--- config.mk ---
export PLATFORM = sky130hd
export DESIGN_NAME = shift_register_ctr
export DESIGN_NICKNAME = d
export VERILOG_FILES = /design/src/rtl/shift_register_ctr.sv
export SDC_FILE = /design/constraint.sdc
export NUM_CORES = 1
export LEC_CHECK = 0
export ABC_CLOCK_PERIOD_IN_PS = 2500
export CAP_MARGIN = 20
export CORE_MARGIN = 5
export CORE_UTILIZATION = 40
export CTS_BUF_LIST = sky130_fd_sc_hd__clkbuf_4 sky130_fd_sc_hd__clkbuf_8 sky130_fd_sc_hd__clkbuf_16
export CTS_CLUSTER_SIZE = 40
export DETAILED_ROUTE_END_ITERATION = 8
export GPL_TIMING_DRIVEN = 0
export PLACE_DENSITY = 0.73
export SYNTH_ARGS = -nofsm -noshare
export SYNTH_HDL_FRONTEND = slang
export SYNTH_SLANG_ARGS = --single-unit
export TNS_END_PERCENT = 1
--- constraint.sdc ---
create_clock -name clk -period 2.5 [get_ports clk]
set_clock_uncertainty 0.2 [all_clocks]
set_input_delay 0.5 -clock clk [delete_from_list [all_inputs] [get_ports clk]]
set_output_delay 0.5 -clock clk [all_outputs]
set_load 0.03 [all_outputs]
--- src/rtl/shift_register_ctr.sv ---
// Multi-mode shift/rotate register with saturating shift counter for iterative mul/div.
// One-cycle latency for every command; no backpressure, a command is accepted every cycle.
module shift_register_ctr #(
    parameter int width      = 32,
    parameter int step       = 1,
    parameter int iterations = width / step,
    parameter int cnt_width  = $clog2(iterations + 1)
) (
    input  logic                 clk,
    input  logic                 rst_n,
    input  logic                 clear,
    input  logic [2:0]           mode,
    input  logic [width-1:0]     parallelIn,
    input  logic [step-1:0]      serialIn,
    output logic [width-1:0]     parallelOut,
    output logic [step-1:0]      serialOut,
    output logic [cnt_width-1:0] count,
    output logic                 done
);

    localparam logic [cnt_width-1:0] LAST = cnt_width'(iterations);

    localparam logic [2:0] M_HOLD = 3'b000;
    localparam logic [2:0] M_LOAD = 3'b001;
    localparam logic [2:0] M_SHL  = 3'b010;
    localparam logic [2:0] M_SHR  = 3'b011;
    localparam logic [2:0] M_SRA  = 3'b100;
    localparam logic [2:0] M_ROL  = 3'b101;
    localparam logic [2:0] M_ROR  = 3'b110;

    logic [width-1:0]     reg_q;
    logic [width-1:0]     shift_d;
    logic [step-1:0]      serial_q;
    logic [step-1:0]      out_d;
    logic [cnt_width-1:0] cnt_q;
    logic                 is_shift;

    // Next register/serial value for the five shift commands; anything else is not a shift.
    always_comb begin
        shift_d  = reg_q;
        out_d    = serial_q;
        is_shift = 1'b1;
        case (mode)
            M_SHL: begin
                shift_d = {reg_q[width-1-step:0], serialIn};
                out_d   = reg_q[width-1 -: step];
            end
            M_SHR: begin
                shift_d = {serialIn, reg_q[width-1:step]};
                out_d   = reg_q[step-1:0];
            end
            M_SRA: begin
                shift_d = {{step{reg_q[width-1]}}, reg_q[width-1:step]};
                out_d   = reg_q[step-1:0];
            end
            M_ROL: begin
                shift_d = {reg_q[width-1-step:0], reg_q[width-1 -: step]};
                out_d   = reg_q[width-1 -: step];
            end
            M_ROR: begin
                shift_d = {reg_q[step-1:0], reg_q[width-1:step]};
                out_d   = reg_q[step-1:0];
            end
            default: is_shift = 1'b0;
        endcase
    end

    assign done = (cnt_q == LAST);

    always_ff @(posedge clk) begin
        if (!rst_n || clear) begin
            reg_q    <= '0;
            serial_q <= '0;
            cnt_q    <= '0;
        end else if (mode == M_LOAD) begin
            reg_q    <= parallelIn;
            serial_q <= '0;
            cnt_q    <= '0;
        end else if (is_shift && !done) begin
            // Shifts stall once the sequence is complete so the count saturates.
            reg_q    <= shift_d;
            serial_q <= out_d;
            cnt_q    <= cnt_q + cnt_width'(1);
        end
    end

    assign parallelOut = reg_q;
    assign serialOut   = serial_q;
    assign count       = cnt_q;

    logic unused_hold;
    assign unused_hold = (mode == M_HOLD);

endmodule

Yosys cells after proc, flatten, opt, wreduce, memory -nomap -nowiden
Index checks and enable logic that the tools add are counted.
{ "word_totals": {"regBits": 39, "in_bits": 39, "word_cells": 33} }
{ "classes": {"n_addsub": 1, "eq_ne": 8, "muxes": 5, "reduce_logical": 15} }
{ "ops": {"columns": ["op", "count"], "rows": [
  ["$pmux 32 s5", 1],
  ["$mux 32", 2],
  ["$eq 3x3->1 const B", 3],
  ["$add 6x1->6 const B", 1],
  ["$eq 3x2->1 const B", 2],
  ["$eq 6x6->1 const B", 1],
  ["$reduce_bool 6->1", 1],
  ["$reduce_bool 5->1", 1],
  ["$reduce_or 5->1", 1],
  ["$reduce_and 2->1", 2],
  ["$reduce_bool 2->1", 2],
  ["$reduce_or 2->1", 2],
  ["$eq 3x1->1 const B", 1],
  ["$reduce_and 3->1", 1],
  ["$reduce_or 3->1", 1],
  ["$logic_not 1->1", 2],
  ["$ne 2x2->1 const B", 1],
  ["$pmux 1 s2", 1],
  ["$logic_and 1x1->1", 1],
  ["$logic_or 1x1->1", 1],
  ["$mux 1", 1]
]} }

Depth between registers and ports, before layout
Gate-level depths: netlist (run 1).
{ "logic_depth": {"depth_word": 6, "depth_mapped": 7} }

Worst setup path after synthesis (run 1)
No wires, ideal clock.
{ "synth_timing": {"kind": "input -> register", "from": "input mode[2]", "to": "register reg_q[10] (netlist: parallelOut[10])", "setup_ns": 0.122, "t_arrival_ns": 1.711, "required_ns": 2.178, "setup_slack_ns": 0.467, "stages": 7, "path_buffers": 3, "cell_sequence": "buf_2 -> or2_2 -> clkbuf_1 -> o2111ai_1 -> buf_2 -> a21oi_1 -> a221o_1"} }
{ "synth_between": {"elab_chain_cells": 6, "word_cells_on_any_way": 15, "classes_between": "6 x eq/ne; 4 x mux; 5 x reduce/logical"} }
{ "synth_lines": {"columns": ["item", "line_no", "text"], "rows": [
  ["from (decl)", "12", "input logic [2:0] mode,"],
  ["$eq 3x3->1 / $eq 3x2->1 (equally long branches)", "43", "case (mode)"],
  ["$reduce_or 5->1 (no source line)", null, null],
  ["$mux 1", "43", null],
  ["$logic_and 1x1->1", "79", "end else if (is_shift && !done) begin"],
  ["$reduce_bool 2->1 (no source line)", null, null],
  ["$reduce_and 2->1 (no source line)", null, null],
  ["to (signal assigned)", "76", "reg_q <= parallelIn;"],
  ["to (signal assigned)", "81", "reg_q <= shift_d;"],
  ["to (decl)", "31", "logic [width-1:0] reg_q;"]
]} }
Parallel ways exist; a longest one is shown, timed or not. The select of a mux whose other input is x is not followed.
A chain may end at the register's enable or synchronous reset.

Worst setup path after layout (run 1)
{ "layout_timing": {"from": "input mode[2]", "to": "register reg_q[5] (netlist: parallelOut[5])"} }
Same word-level chain as after synthesis.

==> results, run 1 <==
- The number of buffers added on ports is between 70 and 80.
- The die is 82.7 um wide.
- Power spread over the standard cell area amounts to between 400 and 500 nW/um2.
- The clock tree buffer depth is 2.
- The wire length of the first global-routing pass is approximately 10 mm.
- At the later pin of the worst-skew pair, clock insertion delay measures 300 ps.
- 0 antenna diodes ended up in the layout.
- In the final design database the tool counted between 300 and 400 nets.
- For the pin with the worst max-slew slack, the measured transition is ~480 ps.
- The number of enable flip-flop cells after synthesis is 0.
- The post-synthesis instance area is 2110 um2.
- The startpoint of the lowest-slack hold path is serialOut$_SDFFE_PP0P_.
- The number of setup violations in the final report is 0.
- Ranked by total cell area, the synthesized netlist is headed by sky130_fd_sc_hd__dfxtp_1 (37%), sky130_fd_sc_hd__a221o_1 (14%), sky130_fd_sc_hd__a21oi_1 (8.3%).
- The post-route netlist has 6.73% of its cells at a drive strength greater than 1.
- The startpoint of the worst register-to-register path is count[2]$_SDFFE_PP0P_.
- The cell count after synthesis came out at between 200 and 300.
- The met2 track demand over resource is around 29%.
- The max-slew violation count is 0.
- The core box area is slightly above 5000 um2.
- The share of synthesized area spent on multiplexers is less than 1%.
- STA classifies the critical path startpoint as an input port.
- The leading area contributor after synthesis is sky130_fd_sc_hd__dfxtp_1.
- The leakage dissipation is 0.999 nW.
- The initial antenna violation count is 0.
- Leaving out fill and tap cells, the most frequent cell in the layout is sky130_fd_sc_hd__clkdlybuf4s50_1.
- The number of top-level pins is 79.
- The number of buffers created by CTS is 5.
- The tree is rooted in a sky130_fd_sc_hd__clkbuf_8.
- In the global route stage, met1 resource usage came out at 25.6%.
- Leaving out fill and tap cells, the most frequent cells in the layout are sky130_fd_sc_hd__clkdlybuf4s50_1 (77), sky130_fd_sc_hd__dfxtp_1 (39), sky130_fd_sc_hd__a21oi_1 (35).
- The run finished with clean final reports.
- The critical path goes through clkdlybuf4s50_1 -> buf_2 -> or2_2 -> clkbuf_1 -> o2111ai_1 -> buf_2 -> a21oi_1 -> a221o_1.
- Summing all multi-input logic gate instances after layout gives around 1200 um2.
- The most used flip-flop cell after synthesis is sky130_fd_sc_hd__dfxtp_1.
- After clock tree synthesis, the clock-pin slew on the worst setup and hold paths is about 80 ps.
- The synthesis warning total is 0.
- The layout has ~500 filler cells.
- In this run the register-to-register setup slack is approximately 450 ps.
- At the worst endpoint, the arrival time is approximately 2400 ps.
- The final design utilization is between 60% and 70%.
- The sequential cell area is 781 um2.
- The via count of the first global-routing pass is about 2200.
- The fraction of post-synthesis cell area in the top cell type by area is a little under two fifths.
- TritonCTS built the clock tree.
- The path depth of the worst reg2reg path is 5.
- The number of hold violations in the final report came to 0.
- The post-route clock period utilization is between 90% and 100%.
- The number of vias per cell after detailed routing is 5.67.
- The final RePlAce weighted congestion is between 0.7 and 0.8.
- For this run, the total global-route usage over all layers was measured as 19.0%.
- Of all nets on the critical path, the largest fanout is 10.
- The DRC violation count after routing is 0.
- The number of different library cells used by synthesis comes to 37.
- The detailed router finished its first iteration with roughly 130 violations.
- Setup repair after global routing could not meet its margin everywhere.
- The die height is slightly above 80 um.
- The tree built by TritonCTS fans out to 39 sinks.
- The pre-antenna-repair detailed-routing pass consisted of 4 iterations.
- The total of max-cap violations is 0.
- STA puts the critical path data required time at roughly 2500 ps.
- In this run the cell area measured after placement is about 3000 um2.
- The initialized floorplan defines 26 standard-cell rows.
- For this run, the top clock speed supported by timing is approximately 410 MHz.
- STA classifies the critical path endpoint as a flop.
- The HPWL after detailed placement is approximately 4.4 mm.
- The cell at the slowest stage of the critical path is sky130_fd_sc_hd__clkdlybuf4s50_1.
- Global routing finished with a remaining overflow of 0.
- The worst IR drop on VDD is around 0.00024 V.
- After synthesis, the largest family of logic cells by area is compound AO/OA/AOI/OAI gates.
- Once detail routing completed, the nets flagged for antenna violations numbered 0.
- The synthesized netlist devotes 34.7% of its cell area to compound gates.
- After layout, the minimum clock period comes to about 2400 ps.
- The post-synthesis xor/xnor area fraction is roughly 1.2%.
- Of the synthesized area, sequential elements account for between 30 and 40%.
- The routed layout has around 2300 vias.
- The number of nets in the synthesized netlist is about 300.
- After detailed routing, the total wire length is approximately 6.4 mm.
- The final design area excluding fillers is between 3000 and 4000 um2.
- For hold timing, the worst endpoint is serialOut$_SDFFE_PP0P_.
- The synthesized netlist devotes about a fifth of its cell area to simple gates.
- Averaged over all synthesized cells, the footprint is around 8.3 um2.
- In this run the worst hold path is classified as flop to flop.
- The layout overhead on the synthesized area is 45.4%.
- The number of hold buffers added after CTS was 0.
- After global routing, the most crowded layer is met2.
- The number of cells on the worst hold path is 2.
- On the worst path, the slowest cell contributes a delay of approximately 430 ps.
- The register bit count reported by yosys is 39.
- The H-tree generated during clock tree synthesis spans 2 levels.
- Entering global routing, the biggest net connects 13 pins.
- For this configuration, the core starts out at a cell density of between 40% and 50%.
- The average wire per cell in the routed design is about 16 um.
- Global routing used roughly 4.8% of the available met3 tracks.
- The fraction of the mapped netlist area in adder cells is under 10%.
- The worst pin sits at a relative slew slack of about two thirds.
- The worst register-to-register path ends at parallelOut[5]$_SDFFE_PP0P_.
- The most used cell along the critical path is sky130_fd_sc_hd__buf_2.
- The area of the die is around 7000 um2.
- The kind of critical path is input port to flop.
- For this run, asynchronously set or reset flops after synthesis account for 0%.
cells by family after synthesis:
family | count (synthesis)
compound gates | 108
xor+xnor | 3
fa+ha+maj | 2
buf+inv | 28
flops | 39
mux | 2
simple gates | 74
sequential cells by signal, indices dropped and copies added, names as in the netlist:
signal / flops
count: 6
parallelOut: 32
serialOut: 1
power by group:
group          leakage (nW)  switching (W)  internal (W)
combinational         0.639       0.000111      0.000107
sequential            0.315      0.0000121      0.000632
clock                0.0446       0.000233      0.000206
total                 0.999       0.000357      0.000945
routing by layer:
| metal | vias up | routed length, um |
|---|---|---|
| met5 | - | 0 |
| met4 | 0 | 42 |
| met3 | 4 | 458 |
| met2 | 80 | 2890 |
| met1 | 1104 | 3000 |
| li1 | 1148 | - |
synthesized netlist by cell type, types with 2 or more instances:
cell and count:
sky130_fd_sc_hd__nand4_1 2, sky130_fd_sc_hd__o21ai_0 33, sky130_fd_sc_hd__a21oi_1 35, sky130_fd_sc_hd__a221o_1 30, sky130_fd_sc_hd__nor2b_1 4, sky130_fd_sc_hd__o2111ai_1 2
sky130_fd_sc_hd__buf_6 3, sky130_fd_sc_hd__nor2_1 10, sky130_fd_sc_hd__clkbuf_1 19, sky130_fd_sc_hd__mux2i_1 2, sky130_fd_sc_hd__nor3_1 2, sky130_fd_sc_hd__inv_1 2
sky130_fd_sc_hd__dfxtp_1 39, sky130_fd_sc_hd__buf_2 4, sky130_fd_sc_hd__xor2_1 2, sky130_fd_sc_hd__nand3_1 32, sky130_fd_sc_hd__ha_1 2, sky130_fd_sc_hd__a221oi_1 2
sky130_fd_sc_hd__or3_4 2, sky130_fd_sc_hd__nand2b_1 4, sky130_fd_sc_hd__nand2_1 9
worst max-delay path by stage:
stage,slack (ps),startpoint,to,cells after the start
3_5_place_dp,-290,mode[1],parallelOut[29]$_SDFFE_PP0P_,7
4_1_cts,40,mode[1],parallelOut[5]$_SDFFE_PP0P_,7
3_3_place_gp,-250,mode[1],parallelOut[5]$_SDFFE_PP0P_,7
2_1_floorplan,470,mode[2],parallelOut[10]$_SDFFE_PP0P_,7
5_1_grt,-10,mode[2],parallelOut[17]$_SDFFE_PP0P_,8
6_report,60,mode[2],parallelOut[5]$_SDFFE_PP0P_,8
per-stage QoR:
stage | power [W] | worst slack [ps] | hold WS [ps] | TNS [ps] | std cells
global placement | 0.000872 | -248 | 285 | -7060 | 404
detailed placement | 0.000875 | -288 | 297 | -8180 | 404
CTS | 0.00131 | 38.9 | 311 | 0 | 412
global route | 0.00136 | -11.9 | 356 | -51.6 | 412
floorplan | 0.000764 | 467 | 406 | 0 | 256
finish | 0.00130 | 59.3 | 302 | 0 | 412
critical path: cells and delay by family:
kind | cells | cell delay [ps]
AOI/OAI and AO/OA | 3 | 540
buffers and inverters | 4 | 1080
and+or+nand+nor | 1 | 300
area by class of cell:
cell class / instances / share of cell area [%]
Clock inverter: 2 / 0.407
Tap cell: 70 / 2.85
Clock buffer: 6 / 2.48
Multi-Input combinational cell: 189 / 39.1
Sequential cell: 39 / 25.4
Timing Repair Buffer: 78 / 25.4
Buffer: 26 / 4.15
Inverter: 2 / 0.244
repair_timing:
item / in CTS / in global routing
gates resized for setup: 1 / 4
setup buffers: 0 / 0
hold endpoints to repair: 0 / 0
setup endpoints to repair: 1 / 30
pin swaps: 0 / 0
No activity file was read; power rests on OpenSTA's default activity.
==> run 2, diff against run 1 <==
- CORE_MARGIN: 5 -> 4
==> run 2 against run 1 <==
  * Core utilization rose by 0.27 points
  * Flip-flop and latch count is the same
  * Critical path depth is the same
  * Combinational power hardly changed
  * Wire length shrank 0.80%
  * Critical endpoint is now parallelOut[21]$_SDFFE_PP0P_
  * Largest power group unchanged
==> results, run 2 (synthesis gave the netlist of run 1 again) <==
- The flow ran to the end, and the final reports show no timing, DRC or antenna violations.
- The leakage dissipation is 1.01 nW (+1.0%).
- The number of nets with antenna violations after routing is 0 (unchanged).
- The clock latency of the later-clocked register in the worst-skew pair is 280 ps (-20 ps).
- The number of setup violations in the final report is 0 (unchanged).
- The HPWL after detailed placement is 4.49 mm (+0.82%).
- The number of cells in the finished layout apart from fillers is 412 (unchanged).
- The clock transition time at the flip-flop clock pins of the worst setup and hold paths is 80 ps (about the same).
- The first-pass detailed-route iteration total is 4 (unchanged).
- STA classifies the critical path startpoint as an input port.
- The core box area was 5110 um2 (unchanged).
- The violation count after the first detailed-route iteration is 101 (-24%).
- The final design utilization is 60.4% (+0.27 points).
- The final RePlAce weighted congestion is 0.738 (-2.2%).
- The maximum number of pins on one net before global-route repair is 12 (-1).
- The H-tree depth is 2 (unchanged).
- The wire length of the first global-routing pass was 10.2 mm (-0.61%).
- The combinational group share of total power is 16.8% (about the same).
- The shortest clock period the worst path allows after layout is 2340 ps (-102 ps).
- The post-route clock period utilization is 93.5% (-4.1 points).
- The total of hold buffers inserted after clock tree synthesis is 0 (unchanged).
- The horizontal die dimension came to 80.7 um (-2.4%).
- The arrival time of the worst setup path came to 2310 ps (-110 ps).
- The critical path is of the input port to flop type.
- The headroom to the max-slew limit is 67.5% (-0.57 points).
- The total global-route track usage is 19.4% (+0.40 points).
- The area of the die came to 6510 um2 (-4.8%).
- The total number of vias is 2366 (+1.3%).
- The initial antenna violation count is 0 (unchanged).
- The total of max-cap violations was 0 (unchanged).
- The via count of the first global-routing pass was 2163 (-2.5%).
- Relative to the synthesized area, the layout overhead comes to 46.0%.
- The leading cell type in the layout, fill and taps excluded is sky130_fd_sc_hd__clkdlybuf4s50_1.
- The path depth of the worst reg2reg path is 5 (unchanged).
- The worst hold margin is 304 ps (+1.93 ps).
- The number of vias per cell after detailed routing came to 5.74 (+1.3%).
- The total number of nets in the final design is 382 (unchanged).
- The DRC violation count after routing is 0 (unchanged).
- The die height came to 80.7 um (-2.4%).
- The cell total after placement was 404 (unchanged).
- The transition time of the tightest slew-check pin is 488 ps (+8.55 ps).
- The number of buffers created by CTS is 5 (unchanged).
- The number of cells on the worst hold path came to 2 (unchanged).
- The maximum clock frequency is 428 MHz (+4.4%).
- The power share of the clock group came to 33.8% (about the same).
- The number of hold violations in the final report was 0 (unchanged).
- The max-slew violation count is 0 (unchanged).
- The design internal power came to 0.000958 W (+1.4%).
- Setup repair after global routing left no endpoint under its margin.
- The aggregate global routing overflow came to 0 (unchanged).
- The wire length reported by the detailed router was 6.34 mm (-0.80%).
- The average wire per cell in the routed design is 15.4 um (-0.80%).
- TritonCTS built the clock tree.
- The row count is 26 (unchanged).
- The fraction of layout instances using a drive strength above 1 came to 7.02% (+0.29 points).
- The total power per unit cell area was 423 nW/um2 (-0.26%).
- The antenna cell count is 0 (unchanged).
- The sequential cell fraction of total power is 49.4% (about the same).
- The starting density of the core is 41.4% (unchanged).
- The largest fanout on the critical path came to 10 (unchanged).
- The flip-flop count of the largest register after layout was 32 (unchanged).
- The worst setup path is captured at a flop.
- The type of the worst min-delay path is flop to flop.
- The net switching fraction of the power came to 26.5% (-0.89 points).
- The cell chosen for the clock root is sky130_fd_sc_hd__clkbuf_8.
- The number of buffers added on ports is 78 (unchanged).
- The library cells used most frequently in the layout, excluding fill and tap cells, are sky130_fd_sc_hd__clkdlybuf4s50_1 (77), sky130_fd_sc_hd__dfxtp_1 (39), sky130_fd_sc_hd__a21oi_1 (35).
- The critical path data required time is 2470 ps (about the same).
- The net switching component of the power was 0.000346 W (-3.1%).
- The number of top-level pins is 79 (unchanged).
- The clock tree buffer depth is 2 (unchanged).
- The worst IR drop on VDD is 0.000234 V (-4.1%).
- The total clock sinks is 39 (unchanged).
## run 2: stage by stage
stage	instance area [um2]	total power [W]	setup WS, ps	setup TNS (ps)
6_report	3090	0.00130	162	0
3_3_place_gp	2980	0.000873	-246	-6900
2_1_floorplan	2110	0.000764	467	0
3_5_place_dp	2980	0.000875	-263	-7450
4_1_cts	3070	0.00131	28.7	0
5_1_grt	3090	0.00136	32.6	0
## run 2: layout make-up
type	instances	area, um2
plain buffers	26	135
clock buffers	7	83.8
clock inverters	1	5.00
fillers	490	2020
inverters	2	7.51
multi-input cells	189	1210
flip-flops and latches	39	781
well taps	70	87.6
repair buffers	78	779
## run 2: timing repair
item / in CTS / in global routing
cloned: 0 / 0
setup buffers: 0 / 0
resized for setup: 1 / 11
setup endpoints to repair: 1 / 30
## run 2: layer usage
layer  share of wire [%]  GRT usage, %  vias to the layer above
met1                  45          26.2                     1139
met5                   0             0                        -
met2                  48          31.3                       71
met4                0.24          3.55                        0
li1                    -             -                     1154
met3                 7.0          4.71                        2
## run 2: worst max-delay path: stages
cell and delay [ps]:
sky130_fd_sc_hd__clkdlybuf4s50_1 490, sky130_fd_sc_hd__buf_2 200, sky130_fd_sc_hd__or2_2 130, sky130_fd_sc_hd__clkbuf_1 240, sky130_fd_sc_hd__o21a_1 210, sky130_fd_sc_hd__a21oi_4 90
sky130_fd_sc_hd__buf_6 150, sky130_fd_sc_hd__a221o_1 290
## run 2: worst paths after layout
path                                  end  slack (ps)              startpoint
min reg2reg        serialOut$_SDFFE_PP0P_         300  serialOut$_SDFFE_PP0P_
max          parallelOut[21]$_SDFFE_PP0P_         160                 mode[2]
min                serialOut$_SDFFE_PP0P_         300  serialOut$_SDFFE_PP0P_
max reg2reg  parallelOut[21]$_SDFFE_PP0P_         520   count[2]$_SDFFE_PP0P_
## run 2: power by group through the flow
stage | registers [W] | logic (W) | clock network [W]
finish | 0.000644 | 0.000220 | 0.000441
floorplan | 0.000677 | 0.0000871 | 0
global route | 0.000646 | 0.000236 | 0.000481
global placement | 0.000658 | 0.000214 | 0
detailed placement | 0.000658 | 0.000216 | 0
CTS | 0.000644 | 0.000217 | 0.000451
==> run 3, diff against run 2 <==
- ABC_CLOCK_PERIOD_IN_PS: 2500 -> 2200
- RECOVER_POWER: unset -> 100
- clock period: 2.5 -> 2.2 ns (I/O delays scaled with it)
==> run 3 against run 2 <==
  * Sequential share of layout area decreased by 0.34 points
  * Non-clock buffer count stayed put
  * Total power increased by 14%
  * Global-route usage grew 0.094 points
  * Critical endpoint is now parallelOut[29]
==> results, run 3 (synthesis gave the netlist of run 1 again) <==
- The first-pass detailed-route iteration total was 4 (unchanged).
- The maximum clock frequency is 470 MHz.
- The core box area is 5110 um2 (unchanged).
- TritonCTS built the clock tree.
- The clock latency of the later-clocked register in the worst-skew pair is 280 ps (about the same).
- The leakage dissipation came to 1.17 nW (+16%).
- The area of the die is 6510 um2 (unchanged).
- The buffer and inverter count on the worst path is 1 (-3).
- The DRC violation count after routing is 0 (unchanged).
- The headroom to the max-slew limit is 72.3% (+4.8 points).
- The largest fanout on the critical path is 4 (-6).
- The number of hold violations in the final report is 0 (unchanged).
- The aggregate global routing overflow came to 0 (unchanged).
- The worst hold margin was 300 ps (-3.54 ps).
- The worst setup path is captured at an output port.
- Leaving out fill and tap cells, the most frequent cell in the layout is sky130_fd_sc_hd__clkdlybuf4s50_1.
- The final RePlAce weighted congestion is 0.738 (unchanged).
- The total of max-cap violations is 0 (unchanged).
- In the layout the commonest cells are sky130_fd_sc_hd__clkdlybuf4s50_1 (41), sky130_fd_sc_hd__dfxtp_1 (38), sky130_fd_sc_hd__dlygate4sd3_1 (36).
- The clock period could shrink to between 2000 and 2500 ps.
- The via count of the first global-routing pass is 2175 (+0.55%).
- The run finished with clean final reports.
- The kind of critical path is flop to output port.
- The cell chosen for the clock root is sky130_fd_sc_hd__clkbuf_8.
- The total number of vias came to 2374 (+0.34%).
- The clock transition time at the flip-flop clock pins of the worst setup and hold paths was 80 ps (about the same).
- The HPWL after detailed placement is 4.49 mm (unchanged).
- The clock tree buffer depth is 2 (unchanged).
- The number of vias per cell after detailed routing came to 5.76 (+0.34%).
- The total of hold buffers inserted after clock tree synthesis is 0 (unchanged).
- The total clock sinks is 39 (unchanged).
- The horizontal die dimension came to 80.7 um (unchanged).
- The die height was 80.7 um (unchanged).
- The largest delay contributor family on the critical path is buffers and inverters.
- The number of buffers added on ports is 78 (unchanged).
- The antenna cell count is 0 (unchanged).
- The number of top-level pins was 79 (unchanged).
- The post-route clock period utilization is 96.7%.
- Traced cell by cell, the critical path runs through dlygate4sd3_1.
- The initial antenna violation count is 0 (unchanged).
- The average wire per cell in the routed design came to 15.3 um (-0.41%).
- The total global-route track usage is 19.4% (+0.094 points).
- The number of buffers created by CTS came to 5 (unchanged).
- The maximum number of pins on one net before global-route repair is 12 (unchanged).
- The max-slew violation count is 0 (unchanged).
- The instance area at placement is 2980 um2 (unchanged).
- The row count is 26 (unchanged).
- The starting density of the core was 41.4% (unchanged).
- The transition time of the tightest slew-check pin is 416 ps (-71.9 ps).
- The worst setup path is launched from a flop.
- The number of nets with antenna violations after routing is 0 (unchanged).
- The final design area excluding fillers was 3130 um2 (+1.5%).
- The layout overhead on the synthesized area is 48.3%.
- The worst IR drop on VDD was 0.000271 V (+15%).
- The cell at the slowest stage of the critical path is sky130_fd_sc_hd__dlygate4sd3_1.
- The H-tree depth is 2 (unchanged).
- The flip-flop count of the largest register after layout came to 32 (unchanged).
- The wire length reported by the detailed router is 6.31 mm (-0.41%).
- The violation count after the first detailed-route iteration is 130 (+29%).
- The number of setup violations in the final report is 0 (unchanged).
- The type of the worst min-delay path is flop to flop.
- The total power per unit cell area was 474 nW/um2 (+12%).
- The peak per-stage delay on the critical path was 780 ps (+290 ps).
- The fraction of layout instances using a drive strength above 1 is 11.7% (+4.7 points).
- The total number of nets in the final design is 382 (unchanged).
- The critical path data required time was 1560 ps (-910 ps).
- The wire length of the first global-routing pass is 10.2 mm (+0.82%).
- The arrival time of the worst setup path is 1490 ps (-820 ps).
## run 3: cell types whose count changed in the layout (fill, tap and decap cells not counted), sizes merged
cell,previous run,this run
buf,7,12
clkbuf,26,22
dlygate4sd2,1,0
dlygate4sd3,0,36
clkdlybuf4s50,77,41
## run 3: per-stage QoR
step,std cells,TNS (ps),util (%),setup slack (ps),total power (W)
final,412,0,61.3,72.6,0.00149
after CTS,412,0,61.0,9.25,0.00150
after detailed placement,404,-16140,58.4,-503,0.000994
after floorplan,256,0,-,227,0.000869
after global placement,404,-15490,58.4,-486,0.000992
after global routing,412,-8.48,61.3,-8.48,0.00155
## run 3: worst min-delay path: stages (launching register included)
cell and delay, ps:
sky130_fd_sc_hd__dfxtp_1 310, sky130_fd_sc_hd__nor2b_1 100, sky130_fd_sc_hd__nor3_1 50
## run 3: layer usage
metal,part of all wire (%),track usage (%)
met5,0,0
met4,0.30,3.55
met1,44,26.1
met3,7.6,4.71
met2,48,31.8
## run 3: path summary, 6_finish.rpt
kind | end | slack [ps] | from | cells past startpoint
worst min register to register | serialOut$_SDFFE_PP0P_ | 300 | serialOut$_SDFFE_PP0P_ | 2
worst max register to register | parallelOut[5]$_SDFFE_PP0P_ | 220 | count[2]$_SDFFE_PP0P_ | 5
worst min-delay path | serialOut$_SDFFE_PP0P_ | 300 | serialOut$_SDFFE_PP0P_ | 2
worst max-delay path | parallelOut[29] | 70 | parallelOut[29]$_SDFFE_PP0P_ | 1
## run 3: layout make-up
cell class | count | area (um2)
clock inverter | 1 | 5.00
clock buffer | 7 | 83.8
multi-input combinational | 189 | 1230
buffer | 25 | 154
timing repair buffer | 79 | 783
fill | 487 | 1970
inverter | 2 | 7.51
sequential | 39 | 782
tap | 70 | 87.6
## run 3: where the power goes
part	internal [W]	switching (W)	leakage, nW
combinational	0.000126	0.000128	0.803
clock	0.000248	0.000252	0.0491
sequential	0.000718	0.0000134	0.316
## run 3: repair_timing
| item | CTS | global route |
|---|---|---|
| endpoints found under the hold margin | 0 | 0 |
| setup endpoints to repair | 31 | 34 |
| buffers inserted | 0 | 0 |
| cloned | 1 | 0 |
| resized for setup | 19 | 24 |
